$ cat config.mk
export PLATFORM = sky130hd
export DESIGN_NAME = io_bus_arbiter
export DESIGN_NICKNAME = d
export VERILOG_FILES = /design/src/rtl/io_bus_pkg.sv /design/src/rtl/io_bus_arbiter_rr_select.sv /design/src/rtl/io_bus_arbiter.sv
export SDC_FILE = /design/constraint.sdc
export NUM_CORES = 1
export LEC_CHECK = 0
export CORE_MARGIN = 3
export CORE_UTILIZATION = 30
export DETAILED_ROUTE_END_ITERATION = 16
export SETUP_SLACK_MARGIN = 0.05
export SLEW_MARGIN = 20
export SYNTH_ARGS = -nofsm -noshare
export SYNTH_HDL_FRONTEND = slang
export SYNTH_HIERARCHICAL = 1
export SYNTH_SLANG_ARGS = --single-unit
$ cat constraint.sdc
create_clock -name main_clk -period 3.5 [get_ports main_clk]
set_input_delay 0.875 -clock main_clk [delete_from_list [all_inputs] [get_ports main_clk]]
set_output_delay 0.875 -clock main_clk [all_outputs]
set_load 0.005 [all_outputs]
$ cat src/rtl/io_bus_pkg.sv
// Shared encodings and types for the memory_io bus arbiter.
// Command codes, FSM state type and default error read data.
package io_bus_pkg;

  localparam logic [1:0] IO_CMD_IDLE  = 2'b00;
  localparam logic [1:0] IO_CMD_READ  = 2'b01;
  localparam logic [1:0] IO_CMD_WRITE = 2'b10;

  localparam logic [15:0] IO_DEFAULT_ERROR_DATA = 16'hFFFF;

  typedef enum logic [1:0] {
    ST_IDLE,
    ST_ISSUE,
    ST_WAIT,
    ST_RESPOND
  } io_arb_state_t;

endpackage

$ cat src/rtl/io_bus_arbiter_rr_select.sv
// Round-robin priority picker: first set request from ptr upward.
// In: req, ptr. Out: one-hot grant, grant_idx, any_req.
module rr_priority_select
  import io_bus_pkg::*;
#(
  parameter int N  = 2,
  parameter int PW = (N > 1) ? $clog2(N) : 1
) (
  input  logic [N-1:0]  req,
  input  logic [PW-1:0] ptr,
  output logic [N-1:0]  grant,
  output logic [PW-1:0] grant_idx,
  output logic          any_req
);

  logic [PW-1:0] cand;

  always_comb begin
    grant     = '0;
    grant_idx = '0;
    any_req   = 1'b0;
    cand      = '0;
    for (int i = 0; i < N; i++) begin
      cand = PW'((int'(ptr) + i) % N);
      if (!any_req && req[cand]) begin
        any_req     = 1'b1;
        grant_idx   = cand;
        grant[cand] = 1'b1;
      end
    end
  end

endmodule

$ cat src/rtl/io_bus_arbiter.sv
// Round-robin arbiter sharing memory_io between NUM_REQ requesters.
// Ports: req_* / resp_* per requester, *_io and io_done to memory.
module io_bus_arbiter
  import io_bus_pkg::*;
#(
  parameter int          NUM_REQ        = 2,
  parameter int          TIMEOUT_CYCLES = 255,
  parameter logic [15:0] ERROR_DATA     = IO_DEFAULT_ERROR_DATA
) (
  input  logic                  main_clk,
  input  logic                  main_rst_n,
  input  logic [NUM_REQ-1:0]    req_valid,
  input  logic [NUM_REQ-1:0]    req_write,
  input  logic [NUM_REQ*32-1:0] req_address,
  input  logic [NUM_REQ*16-1:0] req_data,
  output logic [NUM_REQ-1:0]    req_accept,
  output logic [NUM_REQ-1:0]    resp_valid,
  output logic [15:0]           resp_data,
  output logic                  resp_error,
  output logic [15:0]           data_out_io,
  input  logic [15:0]           data_in_io,
  output logic [31:0]           address_io,
  output logic [1:0]            control_io,
  input  logic                  io_done
);

  localparam int PW = (NUM_REQ > 1) ? $clog2(NUM_REQ) : 1;
  localparam int CW = $clog2(TIMEOUT_CYCLES + 1);
  localparam logic [CW-1:0] CNT_TERM = CW'(TIMEOUT_CYCLES);
  localparam logic [PW-1:0] LAST_REQ = PW'(NUM_REQ - 1);

  io_arb_state_t state;
  io_arb_state_t state_nxt;

  logic [NUM_REQ-1:0] sel_grant;
  logic [PW-1:0]      sel_idx;
  logic               sel_any;

  logic [PW-1:0] rr_ptr;
  logic [PW-1:0] lat_g;
  logic [31:0]   lat_addr;
  logic [15:0]   lat_data;
  logic          lat_write;
  logic [CW-1:0] cnt;
  logic [CW-1:0] cnt_inc;
  logic          cnt_term;
  logic [15:0]   rsp_data;
  logic          rsp_err;

  logic [31:0] addr_arr [NUM_REQ];
  logic [15:0] data_arr [NUM_REQ];

  for (genvar i = 0; i < NUM_REQ; i++) begin : g_unpack
    assign addr_arr[i] = req_address[32*i +: 32];
    assign data_arr[i] = req_data[16*i +: 16];
  end

  rr_priority_select #(
    .N  (NUM_REQ),
    .PW (PW)
  ) u_sel (
    .req       (req_valid),
    .ptr       (rr_ptr),
    .grant     (sel_grant),
    .grant_idx (sel_idx),
    .any_req   (sel_any)
  );

  assign cnt_inc  = cnt + CW'(1);
  assign cnt_term = (cnt_inc == CNT_TERM);

  always_comb begin
    state_nxt = state;
    unique case (state)
      ST_IDLE:    if (sel_any) state_nxt = ST_ISSUE;
      ST_ISSUE:   state_nxt = ST_WAIT;
      ST_WAIT:    if (io_done || cnt_term)
                    state_nxt = ST_RESPOND;
      ST_RESPOND: state_nxt = ST_IDLE;
      default:    state_nxt = ST_IDLE;
    endcase
  end

  // All outputs decode from state so an async reset clears
  // them, including the memory command, without a clock edge.
  always_comb begin
    req_accept  = '0;
    resp_valid  = '0;
    resp_data   = '0;
    resp_error  = 1'b0;
    control_io  = IO_CMD_IDLE;
    address_io  = '0;
    data_out_io = '0;
    if (state == ST_IDLE)
      req_accept = sel_grant;
    if (state == ST_ISSUE)
      control_io = lat_write ? IO_CMD_WRITE
                             : IO_CMD_READ;
    if (state != ST_IDLE) begin
      address_io  = lat_addr;
      data_out_io = lat_data;
    end
    if (state == ST_RESPOND) begin
      resp_valid = NUM_REQ'(1) << lat_g;
      resp_data  = rsp_data;
      resp_error = rsp_err;
    end
  end

  always_ff @(posedge main_clk or negedge main_rst_n) begin
    if (!main_rst_n) begin
      state     <= ST_IDLE;
      rr_ptr    <= '0;
      lat_g     <= '0;
      lat_addr  <= '0;
      lat_data  <= '0;
      lat_write <= 1'b0;
      cnt       <= '0;
      rsp_data  <= '0;
      rsp_err   <= 1'b0;
    end else begin
      state <= state_nxt;
      unique case (state)
        ST_IDLE: begin
          if (sel_any) begin
            lat_g     <= sel_idx;
            lat_addr  <= addr_arr[sel_idx];
            lat_data  <= data_arr[sel_idx];
            lat_write <= req_write[sel_idx];
          end
        end
        ST_ISSUE: cnt <= '0;
        ST_WAIT: begin
          // io_done beats the timeout on the terminal cycle.
          if (io_done) begin
            rsp_data <= lat_write ? 16'h0000
                                  : data_in_io;
            rsp_err  <= 1'b0;
          end else begin
            cnt <= cnt_inc;
            if (cnt_term) begin
              rsp_data <= ERROR_DATA;
              rsp_err  <= 1'b1;
            end
          end
        end
        ST_RESPOND: begin
          rr_ptr <= (lat_g == LAST_REQ) ? '0
                                        : lat_g + PW'(1);
        end
        default: ;
      endcase
    end
  end

endmodule

== Word level (Yosys, flattened, before mapping) ==
Index checks and enable logic that the tools add are counted.

* Register bits: 78
* Bits of input ports: 119

* Muxes and demuxes: 41
* Reduce and logical (&&, ||, !) cells: 13
* Shift-type cells: 1
* Magnitude comparators: 6
* $add $sub $neg: 3
* Eq/ne operators: 7
* Bitwise logic cells: 2

{| class="wikitable"
|+ Operator list
! kind !! number
|-
| two-way mux 16 bit || 8
|-
| two-way mux 32 bit || 4
|-
| two-way mux 1 bit || 16
|-
| two-way mux 2 bit || 8
|-
| case mux 8 bit (2 select lines) || 1
|-
| adder 8 x 1 -> 8 bit, second input constant || 1
|-
| == test 8 bit, second input constant || 1
|-
| two-way mux 8 bit || 1
|-
| case mux 2 bit (4 select lines) || 1
|-
| AND reduction 2 bit || 4
|-
| less-than comparator 1 x 2 -> 1 bit, second input constant || 3
|-
| != test 2 bit, second input constant || 3
|-
| nonzero test 2 bit || 3
|-
| == test 2 bit, second input constant || 2
|-
| logical AND 1 bit || 3
|-
| adder 1 bit, second input constant || 2
|-
| demux 1 bit (select 1 bit) || 2
|-
| == test 2 x 1 -> 1 bit, second input constant || 1
|-
| >= comparator 1 bit, second input constant || 2
|-
| >= comparator 2 bit, second input constant || 1
|-
| zero test 2 bit || 1
|-
| inverter 1 -> 2 bit || 1
|-
| OR 2 bit || 1
|-
| << shifter 1 x 1 -> 2 bit, first input constant || 1
|-
| other kinds (2) || 2
|}

== Longest topological paths before layout ==
Gate-level depths: netlist of the first run.

* Word-level depth: 10
* Mapped depth: 7
* Depth with buffers taken out: 7

== By module ==
Netlist of the first run, hierarchy kept.

{| class="wikitable"
|+ By module, submodules not included
! module !! cells each !! instances !! sequential area each (µm²) !! area an instance (µm²)
|-
| io_bus_arbiter || 460 || 1 || 1951.9 || 4262.8
|-
| rr_priority_select || 5 || 1 || 0.0 || 32.5
|}

== Least setup slack after synthesis of the first run ==
No wires, ideal clock.

* Path kind: in2reg
* Start: input req_valid[1]
* End: register lat_addr[11]
* Required time: 3.363 ns
* Library setup time: 0.137 ns
* Buffers on the path: 2
* Cell stages on the path: 5
* Arrival time: 1.952 ns
* Slack: 1.411 ns
* Path through: a21boi_0 clkbuf_1 clkbuf_1 mux2i_1 a21oi_1

* Word-level cells in the longest chain between the ends: 10
* Elaborated cells between the ends (all ways): 15
* Those cells by class: mux: 11; bitwise: 1; reduce/logical: 3

{| class="wikitable"
|+ Ends and longest elaborated chain
! what !! RTL line !! source
|-
| from (decl) || io_bus_arbiter.sv:12 || <nowiki>input logic [NUM_REQ-1:0] req_valid,</nowiki>
|-
| two-way mux 1 bit (not written as such) (2 in a row) || io_bus_arbiter_rr_select.sv:25 || <nowiki>if (!any_req && req[cand]) begin</nowiki>
|-
| two-way mux 1 bit || io_bus_arbiter_rr_select.sv:25 ||
|-
| zero test 1 bit || io_bus_arbiter_rr_select.sv:25 ||
|-
| logical AND 1 bit || io_bus_arbiter_rr_select.sv:25 ||
|-
| two-way mux 1 bit || io_bus_arbiter_rr_select.sv:25 ||
|-
| inverter 1 -> 2 bit (not written as such) || io_bus_arbiter.sv:127 || <nowiki>lat_addr <= addr_arr[sel_idx];</nowiki>
|-
| two-way mux 32 bit (not written as such) (3 in a row) || io_bus_arbiter.sv:127 ||
|-
| to (signal assigned) || io_bus_arbiter.sv:127 ||
|-
| to (decl) || io_bus_arbiter.sv:41 || <nowiki>logic [31:0] lat_addr;</nowiki>
|}

Several ways; a longest one is shown, not always the timed one. The select of a mux whose other input is x is not followed.
A chain may end at the register's enable or synchronous reset.

== Final worst setup path of the first run ==
* Start: input req_valid[0]
* End: output req_accept[0]

* Word-level cells in the longest chain between the ends: 7
* Elaborated cells between the ends (all ways): 11
* Those cells by class: mux: 8; bitwise: 1; reduce/logical: 2

{| class="wikitable"
|+ Ends and longest elaborated chain
! what !! RTL line !! source
|-
| two-way mux 1 bit (not written as such) (2 in a row) || io_bus_arbiter_rr_select.sv:25 ||
|-
| two-way mux 1 bit || io_bus_arbiter_rr_select.sv:25 ||
|-
| zero test 1 bit || io_bus_arbiter_rr_select.sv:25 ||
|-
| logical AND 1 bit || io_bus_arbiter_rr_select.sv:25 ||
|-
| two-way mux 2 bit (*) || io_bus_arbiter_rr_select.sv:25 ||
|-
| named net sel_grant[0] || io_bus_arbiter.sv:35 || <nowiki>logic [NUM_REQ-1:0] sel_grant;</nowiki>
|-
| two-way mux 2 bit (*) || io_bus_arbiter.sv:94 || <nowiki>if (state == ST_IDLE)</nowiki>
|-
| to (decl) || io_bus_arbiter.sv:16 || <nowiki>output logic [NUM_REQ-1:0] req_accept,</nowiki>
|}

Mark *: on every way through the listed nets, which the timed path passes. The rest lies on a longest branch. The select of a mux whose other input is x is not followed.

==> results.cfg, run 1 <==
[logic_synthesis]
synthCells = 465
synth_common_cells = dfrtp_1 (78), nor2_1 (70), a21oi_1 (66), nor2b_1 (66), mux2i_1 (50)
muxShareOfSynthArea_pct = 11.9
synthSimpleGateAreaFrac_pct = 21.7
synth_nets = 590
ys_seq_elements = 78
yosysSeqAreaShare_pct = 45.4
ys_types = 35
synth_area_leader_cell = dfrtp_1
synth_edf_count = 0
synthesis.area_um2 = 4300
avgSynthCellArea_um2 = 9.24
synth_compound_area_share_pct = 13.7
synth_xor_area_share_pct = 1.63
synth_fa_ha_area_share_pct = 1.75
synthDominantCellAreaShare_pct = 45.4
synth_most_common_cell = dfrtp_1
synth_top_family_by_area = simple AND/OR/NAND/NOR gates
synthArstFlopShare_pct = 100
ys_top_cells_by_area = dfrtp_1 (45%), mux2i_1 (12%), nor2b_1 (9.6%)
ys.flop_type = dfrtp_1
yosys_warnings = 6

[clock_network]
cts.sinks = 78
cts_tree = built
postCtsHoldBufs = 0
clkTransAtPathRegs_ps = 60
cts_post_setup_buffers_inserted = 0
ctsHtreeMaxLevel = 3
cts_made_buffers = 9
root_buffer = clkbuf_16
ctsResizeCount = 0
cts_buffer_depth = 2
clk_latency_ps = 330

[place]
hpwl_mm = 9.11
gpl.final_weighted_congestion = 0.741
place_area_um2 = 6390
portBuffers = 189

[route]
route.detailed.drc = 0
dr.pass1.iters = 4
dr.first_iter.drc_count = 127
postRouteAntennaNets = 0
avgRoutedWirePerCell_um = 14.9
wirelength_mm = 12.3
via_count = 3880
viasPerCell = 4.69

[floorplan]
core-area_um2 = 13900
die_h_um = 126
io-pin-count = 190
fp.dieArea_um2 = 15800
start_util_pct = 30.8
die_x_um = 126
rows = 43

[final_layout]
nets = 767
diodes = 0
fill_cells = 1317
register_area_um2 = 1950
multi_input_area_um2 = 2190
area_growth_pct = 55.8
drive_gt1_share_pct = 5.56
fin_area_um2 = 6690

[power]
power.density_nw_per_um2 = 782
leakagePower_nw = 2.75
irDropWorstVdd_mv = 0.277

[worst_setup_path]
ff2ff_path_depth = 6
crit_path_start_kind = input port
worstSetupEndpointType = output port
worstPathArrival_ps = 2240
ff2ff_setup_slack_ps = 1410
critical_path_class = input port to output port
crit_fanout = 4
required_ps = 2620
r2r_end = lat_addr[20]
regToRegStartpoint = state[1]

[timing]
timing.fmax_mhz = 321
tightest_slew_ps = 729
period_needed_ps = 3120
skew_ps = 4.59
hold_viol_final = 0
maxSlewViolCount = 0
rsz0062_at_grt = false
setup_viol_count_final = 0
fin_tns_setup_ps = 0
slew_headroom_pct = 51.4
finalCritPeriodShare_pct = 89.1

[run]
drv_cap = 0

[global_routing]
antenna_found_initial = 0
grt_max_degree = 79
grt_pass1_wl_mm = 20.1
grt_use_total_pct = 15.8
grt_overflow = 0
grt_pass1_vias = 4044

[hold_path]
whs_path_depth = 2
holdPathEnd = rsp_err
hold_class = flop to flop
holdCritStartpoint = rsp_err

[run_status]
outcome = finished clean
## through the flow
step / hold WS (ps) / std cells / worst slack, ps / util, % / total power, mW
6_report: 475 / 827 / 383 / 48.0 / 5.23
5_1_grt: 529 / 827 / 217 / 48.0 / 5.68
4_1_cts: 481 / 827 / 347 / 48.0 / 5.32
3_5_place_dp: 468 / 811 / 387 / 45.8 / 4.37
3_3_place_gp: 461 / 811 / 381 / 45.8 / 4.32
2_1_floorplan: 442 / 465 / 1410 / - / 2.90
## per-layer routing
metal | vias up | GRT usage, % | wire length [um]
met5 | - | 0 | 0
met4 | 0 | 3.44 | 84
met3 | 5 | 7.25 | 1330
met2 | 138 | 27.5 | 6210
met1 | 1807 | 17.8 | 4670
li1 | 1930 | - | -
## critical path, stage by stage
cell and delay, ps:
clkdlybuf4s50_1 560, a21boi_0 180, and2_1 140, clkdlybuf4s50_1 490
## power by group
group	switching, mW	total [mW]	internal (mW)
registers	0.259	1.56	1.31
clock network	0.354	0.912	0.558
logic	1.21	2.75	1.54
total	1.83	5.23	3.40
## how the worst max path moves through the flow
stage,end,start,cells after the start
CTS,address_io[19],state[1],5
detailed placement,req_accept[0],req_valid[0],4
finish,req_accept[0],req_valid[0],4
global route,address_io[19],state[1],5
global placement,req_accept[0],req_valid[0],4
floorplan,lat_addr[11],req_valid[1],5
## layout make-up
type	count	share of cell area (%)
clock buffers	14	4.25
flip-flops and latches	78	29.2
well taps	180	3.37
multi-input cells	347	32.8
inverters	6	0.337
clock inverters	2	0.206
repair buffers	200	29.9
## sequential cells by signal, indices dropped and copies added, names as in the netlist
| register | count |
|---|---|
| lat_write | 1 |
| lat_g | 1 |
| rr_ptr | 1 |
| cnt | 8 |
| rsp_data | 16 |
| state | 2 |
| lat_data | 16 |
| rsp_err | 1 |
| lat_addr | 32 |
## cells by family (layout without fill, tap and decap cells)
group / count (synthesis) / after routing
multiplexers: 51 / 51
AND/OR/NAND/NOR: 180 / 180
adder cells (fa/ha/maj): 6 / 6
AO/OA/AOI/OAI: 102 / 102
buffers and inverters: 40 / 222
flip-flops: 78 / 78
XOR/XNOR: 8 / 8
## layout by cell type, fill, tap and decap left out, drive strengths merged, types with 2 or more instances in the layout
cell and n:
nor2 70, buf 12, xor2 6, a21boi 3, xnor2 2, ha 6, nand3 6, clkdlybuf4s50 188
mux2i 50, a21oi 66, and2 22, o21ai 4, dfrtp 78, a22o 7, nand2 8, nor2b 66
clkinv 2, clkbuf 14, nand4 2, nand2b 2, inv 6, o22ai 18
Power figures use the tool's default switching activity.
==> inputs of run 2 (changes only) <==
--- a/config.mk
+++ b/config.mk
@@ -7,6 +7,7 @@
 export LEC_CHECK = 0
 export CORE_MARGIN = 3
 export CORE_UTILIZATION = 30
+export CTS_CLUSTER_SIZE = 8
 export DETAILED_ROUTE_END_ITERATION = 16
 export SETUP_SLACK_MARGIN = 0.05
 export SLEW_MARGIN = 20
==> results of run 2 <==
The final DEF is identical to that of run 1; final timing and power are the same.
